===== src/rtl/hazard_ctrl.sv =====
// ---------------------------------------------------------------------------
// hazard_ctrl -- pipeline hazard controller for a 5-stage in-order core.
//
// Purpose:
//   * Operand forwarding select for the execute stage (MEM over WB, r0 never).
//   * Load-use bubble insertion (LOAD_LAT bubbles per hazard), tolerant of
//     long stalls (I$/D$ miss, divider) interleaved with the bubbles.
//   * Exception flush from the memory stage, deferred while a long stall is
//     in progress so that the flush is never lost against a frozen pipeline.
//   * Saturating count of cycles in which fetch was stalled.
//
// Ports:
//   clk, rst                          clock, asynchronous active-high reset
//   i_cache_stall/d_cache_stall/
//   div_stall                         long-stall requests
//   rsD, rtD, rsE, rtE                source registers in decode / execute
//   reg_write_en{E,M,W}, reg_write{E,M,W}  destination write enable / index
//   mem_read_enE, mem_read_enM        load in execute / memory
//   exceptionM                        one-cycle exception pulse from MEM
//   stall{F,D,E,M,W}                  pipeline-register hold
//   flush{F,D,E,M}                    pipeline-register clear
//   forward_aE, forward_bE            00 none, 01 from MEM, 10 from WB
//   stall_cnt                         saturating count of stallF cycles
// ---------------------------------------------------------------------------
module hazard_ctrl #(
    parameter int REG_AW   = 5,
    parameter int LOAD_LAT = 1,
    parameter int CNT_W    = 32
) (
    input  logic              clk,
    input  logic              rst,
    input  logic              i_cache_stall,
    input  logic              d_cache_stall,
    input  logic              div_stall,
    input  logic [REG_AW-1:0] rsD,
    input  logic [REG_AW-1:0] rtD,
    input  logic [REG_AW-1:0] rsE,
    input  logic [REG_AW-1:0] rtE,
    input  logic              reg_write_enE,
    input  logic              reg_write_enM,
    input  logic              reg_write_enW,
    input  logic [REG_AW-1:0] reg_writeE,
    input  logic [REG_AW-1:0] reg_writeM,
    input  logic [REG_AW-1:0] reg_writeW,
    input  logic              mem_read_enE,
    input  logic              mem_read_enM,
    input  logic              exceptionM,
    output logic              stallF,
    output logic              stallD,
    output logic              stallE,
    output logic              stallM,
    output logic              stallW,
    output logic              flushF,
    output logic              flushD,
    output logic              flushE,
    output logic              flushM,
    output logic [1:0]        forward_aE,
    output logic [1:0]        forward_bE,
    output logic [CNT_W-1:0]  stall_cnt
);

    localparam logic [1:0] S_IDLE   = 2'd0;
    localparam logic [1:0] S_LU     = 2'd1;
    localparam logic [1:0] S_FPEND  = 2'd2;

    // Bubbles still owed after the hazard-detect cycle (which is itself one).
    localparam logic [1:0] LAT_M1   = 2'(LOAD_LAT - 1);

    logic [1:0]       state_q, state_d;
    logic [1:0]       bub_q, bub_d;
    logic [CNT_W-1:0] stall_cnt_q, stall_cnt_d;

    logic long_stall;
    logic lu_hit;
    logic lu_stall;
    logic flush_now;
    logic stall_any;

    function automatic logic [1:0] fwd_sel(
        input logic [REG_AW-1:0] src,
        input logic              we_m,
        input logic              ld_m,
        input logic [REG_AW-1:0] dst_m,
        input logic              we_w,
        input logic [REG_AW-1:0] dst_w
    );
        logic [1:0] sel;
        sel = 2'b00;
        if (src != '0) begin
            // A load in MEM has no result yet, so only WB can supply it.
            if (we_m && !ld_m && dst_m == src)
                sel = 2'b01;
            else if (we_w && dst_w == src)
                sel = 2'b10;
        end
        return sel;
    endfunction

    always_comb begin
        long_stall = i_cache_stall | d_cache_stall | div_stall;
        lu_hit     = mem_read_enE & reg_write_enE & (reg_writeE != '0) &
                     ((reg_writeE == rsD) | (reg_writeE == rtD));
        // A flush can only land when nothing is frozen; a pending one waits.
        flush_now  = ~long_stall & (exceptionM | (state_q == S_FPEND));

        state_d  = state_q;
        bub_d    = bub_q;
        lu_stall = 1'b0;

        case (state_q)
            S_IDLE: begin
                if (exceptionM) begin
                    state_d = long_stall ? S_FPEND : S_IDLE;
                end else if (lu_hit) begin
                    lu_stall = 1'b1;
                    // Under a long stall the hazard stays visible (pipeline is
                    // held), so it is simply taken once the stall clears.
                    if (!long_stall && LAT_M1 != 2'd0) begin
                        state_d = S_LU;
                        bub_d   = LAT_M1;
                    end
                end
            end
            S_LU: begin
                if (exceptionM) begin
                    state_d = long_stall ? S_FPEND : S_IDLE;
                    bub_d   = 2'd0;
                end else begin
                    lu_stall = 1'b1;
                    // bub_q counts bubbles left including this cycle's.
                    if (!long_stall) begin
                        if (bub_q <= 2'd1) begin
                            state_d = S_IDLE;
                            bub_d   = 2'd0;
                        end else begin
                            bub_d = 2'(bub_q - 2'd1);
                        end
                    end
                end
            end
            S_FPEND: begin
                if (!long_stall)
                    state_d = S_IDLE;
            end
            default: begin
                state_d = S_IDLE;
                bub_d   = 2'd0;
            end
        endcase
    end

    always_comb begin
        stall_any  = (long_stall | lu_stall) & ~flush_now & ~rst;
        stallF     = stall_any;
        stallD     = stall_any;
        stallE     = stall_any;
        stallM     = stall_any;
        stallW     = d_cache_stall & ~rst;
        flushF     = flush_now & ~rst;
        flushD     = flush_now & ~rst;
        flushM     = flush_now & ~rst;
        // Bubble: the held decode instruction must not also advance into E.
        flushE     = (flush_now | (lu_stall & ~long_stall)) & ~rst;
        forward_aE = rst ? 2'b00 : fwd_sel(rsE, reg_write_enM, mem_read_enM,
                                           reg_writeM, reg_write_enW, reg_writeW);
        forward_bE = rst ? 2'b00 : fwd_sel(rtE, reg_write_enM, mem_read_enM,
                                           reg_writeM, reg_write_enW, reg_writeW);
        stall_cnt_d = stall_cnt_q;
        if (stall_any && stall_cnt_q != {CNT_W{1'b1}})
            stall_cnt_d = stall_cnt_q + 1'b1;
    end

    always_ff @(posedge clk or posedge rst) begin
        if (rst) begin
            state_q     <= S_IDLE;
            bub_q       <= 2'd0;
            stall_cnt_q <= '0;
        end else begin
            state_q     <= state_d;
            bub_q       <= bub_d;
            stall_cnt_q <= stall_cnt_d;
        end
    end

    assign stall_cnt = stall_cnt_q;

endmodule


===== config.mk =====
export PLATFORM = sky130hd
export DESIGN_NAME = hazard_ctrl
export DESIGN_NICKNAME = d
export VERILOG_FILES = /design/src/rtl/hazard_ctrl.sv
export SDC_FILE = /design/constraint.sdc
export NUM_CORES = 1
export LEC_CHECK = 0
export ABC_AREA = 1
export BUFFER_PORTS_ARGS = -buffer_cell sky130_fd_sc_hd__buf_4
export CAP_MARGIN = 0
export CELL_PAD_IN_SITES_DETAIL_PLACEMENT = 0
export CELL_PAD_IN_SITES_GLOBAL_PLACEMENT = 2
export CORE_UTILIZATION = 26
export DETAILED_ROUTE_END_ITERATION = 8
export HOLD_SLACK_MARGIN = 0.1
export PLACE_DENSITY_LB_ADDON = 0.1
export SYNTH_ARGS = -nofsm -noshare
export SYNTH_HDL_FRONTEND = slang
export SYNTH_SLANG_ARGS = --single-unit

===== constraint.sdc =====
create_clock -name clk -period 2.6 [get_ports clk]
set_clock_uncertainty 0.2 [all_clocks]
set_input_delay 0.39 -clock clk [delete_from_list [all_inputs] [get_ports clk]]
set_output_delay 0.39 -clock clk [all_outputs]
set_load 0.01 [all_outputs]

==> flow_metrics.py <==
metrics = {
    "timing": {
        "setup_slack_ps": 121,
        "period_share": 0.953,
        "period_needed_ps": 2480,
        "grt_setup_unrepaired": "no",
        "finalSetupTns_ps": 0,
        "fmax_mhz": 403,
        "hold_violations": 0,
        "drv_slew": 0,
        "worst_slew_pin_slew_ps": 494,
        "relSlewSlack": 0.671,
        "finalSetupViolCount": 0,
    },
    "finish": {
        "syn2layout_area_growth_pct": 32.0,
        "nets": 596,
        "drive_gt1_frac": 0.218,
        "n_antenna_cell": 0,
    },
    "logic_synthesis": {
        "yosysUniqueCellTypes": 32,
        "synth_warnings": 0,
        "synth_cells": 460,
        "yosysMostFrequentCell": "nand2_1",
        "synth_compound_area_frac": 0.0283,
        "yosys.area_share.simple": 0.513,
        "synth_enable_flop_cells": 0,
        "syn_area_per_cell_um2": 6.24,
        "synthTopCellsByCount": "nand2_1, nor2_1, nand4_1, dfrtp_1, inv_1",
        "yosysSeqAreaShare": 0.288,
        "synth-seq-cells": 33,
        "synthXorXnorAreaFrac": 0.0824,
        "ys.flop_type": "dfrtp_1",
        "synthAdderAreaFrac": 0.00436,
        "syn-cell-area_mm2": 0.00287,
        "synth.top_cell.area_share": 0.288,
        "synth_mux_area_frac": 0,
        "syn_nets": 507,
        "synth_area_leaders": "dfrtp_1, nand2_1, nor2_1",
        "synth_async_sr_flop_share": 1.00,
        "synth_top_family_by_area": "simple AND/OR/NAND/NOR gates",
        "synth_top_area_cell": "dfrtp_1",
    },
    "drt": {
        "drt_pre_antenna_iters": 4,
        "dr_total_vias": 3130,
        "routedWlPerCell_um": 13.8,
        "via_per_inst": 4.56,
        "antenna_left": 0,
        "routed_wl_mm": 9.49,
        "drtIter0Drc": 132,
        "drc_errors": 0,
    },
    "critical_path": {
        "critical_path_class": "primary input to output port",
        "reg2regPathDepth": 9,
        "worstSetupStartpointType": "primary input",
        "required_ps": 2010,
        "critical_path.max_fanout": 6,
        "crit_path_end_kind": "output port",
        "worstPathArrival_ps": 1890,
    },
    "floorplan": {
        "die_h_um": 107,
        "fp.dieArea_mm2": 0.0115,
        "ios": 91,
        "start_util": 0.273,
        "die_w_um": 107,
        "core-area_mm2": 0.0105,
        "rows": 37,
    },
    "worst_hold_path": {
        "hold-path-cell-count": 3,
        "hold_class": "primary input to flop",
    },
    "grt": {
        "grt_max_degree": 44,
        "grt_pass1_wl_mm": 15.3,
        "grt_pass1_vias": 2918,
        "grt-ovfl-total": 0,
        "grt_use_total": 0.172,
        "antenna_found_initial": 0,
    },
    "placed_design": {
        "dpl.hpwl_mm": 7.29,
        "place_ws_ps": 327,
        "portBuffers": 90,
        "routabilityCongestion": 0.786,
    },
    "clock_network": {
        "clockRootBuffer": "clkbuf_8",
        "postCtsSetupBuffers": 0,
        "worstSkewPairLatency_ps": 300,
        "cts_tree": "yes",
        "cts_num_sinks": 33,
        "path_clk_slew_ps": 70,
        "numCtsBuffers": 5,
        "h-tree-depth": 2,
        "cts_buffer_depth": 2,
    },
    "run": {
        "drv_cap": 0,
    },
    "power": {
        "irDropWorstVdd_mv": 0.194,
        "powerDensity_mw_per_mm2": 369,
        "p_leak_uw": 0.00195,
    },
    "outcome": {
        "status": "finished clean",
    },
}
## metrics by stage
step / hold slack (ps) / total power (uW) / instances / utilization / instance area, um2
after floorplan: 283 / 788 / 460 / - / 2870
after global placement: 305 / 956 / 677 / 0.350 / 3670
after detailed placement: 309 / 954 / 677 / 0.350 / 3670
after CTS: 154 / 1420 / 686 / 0.360 / 3790
after global routing: 190 / 1480 / 686 / 0.360 / 3790
final: 159 / 1400 / 686 / 0.360 / 3790
## worst max-delay path, cell delays in order
cell and delay (ps):
dlygate4sd3_1 550, buf_4 170, nor2_1 120, o21ai_0 100
nor4_1 210, o21ai_1 120, nor2_1 100, buf_4 130
## routing by layer
layer  share of wire  up-vias  track usage
li1                -     1646            -
met1            0.51     1405        0.247
met2            0.45       68        0.267
met3           0.033       11       0.0231
met4           0.015        0       0.0470
met5               0        -            0
## cell usage in the layout, fill, tap and decap left out
cell type / instances
o21ai_0: 3
a211oi_1: 1
nor2_2: 3
inv_2: 5
nand2_1: 192
o22ai_1: 4
nor4_1: 3
ha_1: 1
inv_1: 29
and3_1: 1
dlygate4sd3_1: 1
nand4_1: 34
nor3b_1: 2
nand3_1: 7
nand4_4: 1
xnor2_1: 7
nor2_1: 67
xor2_1: 20
or2_2: 1
clkinv_2: 1
nand2_2: 1
nor2_4: 1
clkbuf_8: 7
nand3_2: 2
dfrtp_1: 33
o21ai_1: 1
nor3_1: 5
or3_1: 1
nand3b_1: 13
a21oi_1: 4
buf_12: 1
a211o_1: 1
buf_4: 97
## layout make-up
class	instances	area (um2)
well taps	136	170
clock buffers	7	96.3
multi-input cells	376	1800
repair buffers	99	758
fillers	1160	6720
inverters	34	128
clock inverters	1	5.00
flip-flops and latches	33	826
## registers in the layout, summed over array words and instances (netlist names)
signal,flops
stall_cnt,32
state_q,1
## power by group
| group | total (uW) | internal [uW] | switching, uW |
|---|---|---|---|
| logic | 350 | 168 | 182 |
| clock network | 455 | 240 | 216 |
| registers | 590 | 545 | 44.7 |
## repair_timing
| item | CTS | global route |
|---|---|---|
| hold endpoints to repair | 33 | 0 |
| setup endpoints to repair | 0 | 1 |
| hold buffers | 1 | 0 |
| gates resized for setup | 0 | 1 |
## final timing paths
| path | start | to | slack, ps |
|---|---|---|---|
| worst max-delay path | rst | forward_aE[1] | 120 |
| worst min-delay path | div_stall | state_q[1]$_DFFE_PP0P_ | 160 |
| worst max register to register | stall_cnt[0]$_DFFE_PP0P_ | stall_cnt[8]$_DFFE_PP0P_ | 290 |
| worst min register to register | state_q[1]$_DFFE_PP0P_ | state_q[1]$_DFFE_PP0P_ | 320 |
| max in group asynchronous | rst | stall_cnt[14]$_DFFE_PP0P_ | 1210 |
| min in group asynchronous | rst | stall_cnt[21]$_DFFE_PP0P_ | 550 |
## logic make-up (layout without fill, tap and decap cells)
family | Yosys count | after routing
compound gates | 14 | 14
simple gates | 334 | 334
buf+inv | 51 | 141
fa+ha+maj | 1 | 1
flops | 33 | 33
xor+xnor | 27 | 27
No activity file was read; power rests on OpenSTA's default activity.
